`src/rtl/seq_restoring_divider.sv`:
```
// Sequential restoring divider: 2*WIDTH-bit dividend / WIDTH-bit divisor, fixed WIDTH-cycle latency.
// Optional macro SEQ_DIV_SELFCHECK_EN adds a checkFail output that re-multiplies the finished result.
module seq_restoring_divider #(
    parameter int WIDTH = 32
) (
    input  logic                 clk,
    input  logic                 rst,
    input  logic                 start,
    input  logic [2*WIDTH-1:0]   dividend,
    input  logic [WIDTH-1:0]     divisor,
    output logic [WIDTH-1:0]     quotient,
    output logic [WIDTH-1:0]     remainder,
    output logic                 quotientDone,
    output logic                 busy,
    output logic                 divError
`ifdef SEQ_DIV_SELFCHECK_EN
    ,
    output logic                 checkFail
`endif
);

    localparam int CW = $clog2(WIDTH) + 1;

    typedef enum logic [1:0] {
        IDLE = 2'd0,
        BUSY = 2'd1,
        DONE = 2'd2
    } state_t;

    state_t             stateReg;
    logic [WIDTH:0]     remReg;
    logic [WIDTH-1:0]   quoReg;
    logic [WIDTH-1:0]   divisorReg;
    logic               errReg;
    logic [CW-1:0]      cntReg;

    logic [WIDTH:0]     remShift;
    logic [WIDTH+1:0]   trial;
    logic               trialOk;
    logic [WIDTH:0]     remNext;
    logic [WIDTH-1:0]   quoNext;
    logic [WIDTH-1:0]   quoFinal;
    logic [WIDTH-1:0]   remFinal;
    logic               lastIter;

    // One restoring step; the extra top bit of trial is the borrow.
    assign remShift = {remReg[WIDTH-1:0], quoReg[WIDTH-1]};
    assign trial    = {1'b0, remShift} - {2'b00, divisorReg};
    assign trialOk  = ~trial[WIDTH+1];
    assign remNext  = trialOk ? trial[WIDTH:0] : remShift;
    assign quoNext  = {quoReg[WIDTH-2:0], trialOk};
    assign lastIter = (cntReg == CW'(WIDTH - 1));

    // Overflow saturates the quotient and zeroes the remainder; the datapath still runs so timing is constant.
    genvar gi;
    generate
        for (gi = 0; gi < WIDTH; gi++) begin : g_final
            assign quoFinal[gi] = errReg | quoNext[gi];
            assign remFinal[gi] = ~errReg & remNext[gi];
        end
    endgenerate

`ifdef SEQ_DIV_SELFCHECK_EN
    localparam int PW = 2 * WIDTH + 1;
    logic [2*WIDTH-1:0] dividendReg;
    logic [PW-1:0]      recon;

    assign recon     = PW'(quotient) * PW'(divisorReg) + PW'(remainder);
    assign checkFail = quotientDone & ~divError &
                       ((recon != {1'b0, dividendReg}) | (remainder >= divisorReg));
`endif

    always_ff @(posedge clk or negedge rst) begin
        if (!rst) begin
            stateReg     <= IDLE;
            remReg       <= '0;
            quoReg       <= '0;
            divisorReg   <= '0;
            errReg       <= 1'b0;
            cntReg       <= '0;
            quotient     <= '0;
            remainder    <= '0;
            quotientDone <= 1'b0;
            busy         <= 1'b0;
            divError     <= 1'b0;
`ifdef SEQ_DIV_SELFCHECK_EN
            dividendReg  <= '0;
`endif
        end else begin
            case (stateReg)
                IDLE, DONE: begin
                    if (start) begin
                        remReg       <= {1'b0, dividend[2*WIDTH-1:WIDTH]};
                        quoReg       <= dividend[WIDTH-1:0];
                        divisorReg   <= divisor;
                        errReg       <= (dividend[2*WIDTH-1:WIDTH] >= divisor);
                        cntReg       <= '0;
                        quotientDone <= 1'b0;
                        busy         <= 1'b1;
                        stateReg     <= BUSY;
`ifdef SEQ_DIV_SELFCHECK_EN
                        dividendReg  <= dividend;
`endif
                    end
                end
                BUSY: begin
                    remReg <= remNext;
                    quoReg <= quoNext;
                    cntReg <= cntReg + 1'b1;
                    if (lastIter) begin
                        quotient     <= quoFinal;
                        remainder    <= remFinal;
                        divError     <= errReg;
                        quotientDone <= 1'b1;
                        busy         <= 1'b0;
                        stateReg     <= DONE;
                    end
                end
                default: stateReg <= IDLE;
            endcase
        end
    end

endmodule
```
`config.mk`:
```
export PLATFORM = sky130hd
export DESIGN_NAME = seq_restoring_divider
export DESIGN_NICKNAME = d
export VERILOG_FILES = /design/src/rtl/seq_restoring_divider.sv
export SDC_FILE = /design/constraint.sdc
export NUM_CORES = 1
export LEC_CHECK = 0
export ABC_AREA = 1
export BUFFER_PORTS_ARGS = -buffer_cell sky130_fd_sc_hd__buf_2
export CAP_MARGIN = 0
export CORE_MARGIN = 4
export CORE_UTILIZATION = 40
export DETAILED_ROUTE_END_ITERATION = 6
export HOLD_SLACK_MARGIN = 0.05
export PLACE_DENSITY = 0.61
export REMOVE_ABC_BUFFERS = 1
export SETUP_SLACK_MARGIN = 0.4
export SYNTH_ARGS = -nofsm -noshare
export SYNTH_HDL_FRONTEND = slang
export SYNTH_SLANG_ARGS = --single-unit
```
`constraint.sdc`:
```
create_clock -name clk -period 2.2 [get_ports clk]
set_input_delay 0.44 -clock clk [delete_from_list [all_inputs] [get_ports clk]]
set_output_delay 0.44 -clock clk [all_outputs]
set_load 0.05 [all_outputs]
```
==> reports/metrics.csv <==
metric,value,unit
setup_viol,0,
die_area,29900,um2
gr-total-overflow,0,
dp_cells,2071,
syn_to_final_growth,41.5,%
min_path_type,primary input to flop,
grt_pass1_vias,11200,
viasPerCell,5.01,
drc_errors,0,
core_area,26900,um2
die_h,173,um
rsz0062_at_grt,true,
grt_pass1_wl,57600,um
htreeDepth,4,
drt_pass1_iterations,7,
die_w,173,um
nets,1981,
postRouteAntennaNets,0,
fin_area,15400,um2
ys.flop_type,dfrtp_1,
end_kind,flop,
drv_cap,0,
finalHoldViolations,0,
syn_inst,1514,
worst_slew_pin_slew,0.527,ns
period_minus_slack,2.12,ns
ys_top_cells_by_area,"dfrtp_1, nand2_1, inv_1",
ys_types,35,
wl_met3,2150,um
outcome,completed,
synthArstFlopShare,1.00,
synth-edff-count,0,
crit_start,remReg[9],
antenna_found_initial,4,
cts_tree,built,
arrival,2.44,ns
drtIter0Drc,654,
final_core_util,0.573,
synth.top_cell.area_share,0.396,
clock_skew,0.0189,ns
seq_area_frac_synth,0.396,
crit_type,flop to flop,
dr_wl_met2,17300,um
met1_length,16100,um
cts_buffers,17,
top_layer_used,met5,
cp-start-kind,flop,
rows,60,
dpl.hpwl,24900,um
cts-root-buf,clkbuf_16,
ys_ff_latch,172,
start_util,0.405,
clk_pin_slew,0.08,ns
max-slew-margin-rel,0.649,
wl_per_cell,16.7,um
finalCritPeriodShare,0.962,
drive_above_1_share,0.352,
grt_use_total,0.237,
required,2.52,ns
crit_path_max_fanout,8,
dp_slack,-0.0874,ns
worst_slack,0.0832,ns
r2r-start,remReg[9],
final_cells,2171,
max_clock_freq,472,MHz
postPlaceCellArea,12800,um2
min-delay-start,dividend[24],
totalWireLength,36200,um
area.sequential,4310,um2
gp_congestion,0.915,
yosysTopAreaCell,dfrtp_1,
multi_input_area,6430,um2
clock-sinks,172,
yosys_warnings,0,
syn_avg_cell_area,7.18,um2
clkLatencyLatePin,0.44,ns
rrSetupSlack,0.08,ns
vias,10900,
clockBufferDepth,2,
nFillCells,2513,
io_buffers,165,
grt_max_degree,74,
slew_violations,0,
syn_area,10900,um2
io_pins,166,
logic make-up (layout without fill, tap and decap cells):
| group | count (synthesis) | count (layout) | share of synthesized area |
|---|---|---|---|
| AOI/OAI and AO/OA | 173 | 173 | 0.104 |
| other | 0 | 1 | 0 |
| and+or+nand+nor | 754 | 754 | 0.289 |
| DFF | 172 | 172 | 0.396 |
| adders and majority gates | 66 | 66 | 0.0766 |
| xor gates and xnor gates | 14 | 14 | 0.0113 |
| buffers and inverters | 335 | 650 | 0.123 |
registers in the layout, indices dropped and copies added, names as in the netlist:
| register | flops |
|---|---|
| quotientDone | 1 |
| divisorReg | 32 |
| remReg | 32 |
| quoReg | 32 |
| stateReg | 2 |
| divError | 1 |
| errReg | 1 |
| cntReg | 6 |
| quotient | 32 |
| remainder | 32 |
| busy | 1 |
metal layers:
layer	track usage	vias up
met2	0.392	274
met3	0.0520	45
met5	0	-
li1	-	5380
met1	0.315	5169
met4	0.0655	4
stage by stage:
| stage | hold WS [ns] | TNS [ns] |
|---|---|---|
| 3_5_place_dp | 0.432 | -0.867 |
| 6_report | 0.205 | 0 |
| 5_1_grt | 0.218 | -0.0343 |
| 2_1_floorplan | 0.144 | -653.28 |
| 4_1_cts | 0.200 | 0 |
| 3_3_place_gp | 0.439 | -0.799 |
Yosys cell counts, types with 7 or more instances:
cell,number
a21oi_1,38
a2bb2oi_1,31
buf_1,10
buf_2,11
buf_6,7
clkbuf_1,22
dfrtp_1,172
ha_1,65
inv_1,277
nand2_1,525
nand2_2,10
nand3_1,126
nand3_2,8
nand4_1,12
nor2_1,53
o21ai_0,62
o221ai_1,31
xor2_1,10
cell usage in the layout, fill, tap and decap left out, types with 7 or more instances in the layout:
master	count
a21oi_1	26
a21oi_2	10
a2bb2oi_1	29
buf_12	20
buf_16	7
buf_2	164
buf_4	130
buf_6	15
clkbuf_16	17
dfrtp_1	171
ha_1	35
ha_4	29
inv_1	235
inv_2	43
nand2_1	425
nand2_2	84
nand2_4	25
nand3_1	98
nand3_2	30
nand4_1	12
nor2_1	27
nor2_2	17
nor2_4	11
o21ai_0	52
o221ai_1	31
xor2_1	9
path summary, 6_finish.rpt:
check / depth (start not counted) / to
worst max-delay path: 16 / remReg[2]
worst min-delay path: 3 / quoReg[24]
worst max register to register: 16 / remReg[2]
worst min register to register: 2 / remainder[27]
max in group asynchronous: 3 / quotient[5]
min in group asynchronous: 2 / divisorReg[9]
layout make-up:
class,count,area share
multi-input cells,1007,0.418
flip-flops and latches,172,0.280
repair buffers,338,0.168
inverters,280,0.0688
clock buffers,18,0.0279
well taps,341,0.0277
clock inverters,14,0.00984
diodes,1,0.000163
worst max-delay path: stages, from the launching register on:
cell and delay [ns]:
dfrtp_1 0.42, ha_4 0.32, nand2_2 0.07, nand2_2 0.08, nand2_2 0.07, nand2_2 0.08, nand2_1 0.06, nand2_2 0.07
inv_2 0.04, nand2_2 0.09, nand2_4 0.09, nand2_8 0.11, buf_12 0.16, buf_12 0.14, nand2_4 0.05, nand3_1 0.07
nand3_1 0.08
repair_timing:
action	4_1_cts	5_1_grt
endpoints found under the setup margin	97	103
hold buffers	1	0
hold endpoints to repair	42	0
pin swaps	44	69
resized for setup	192	152
setup buffers	43	17
cloned	6	0
Power is left out: the tool's default activity adds up to more than one toggle a clock period on the data nets, which glitch-free logic cannot reach.
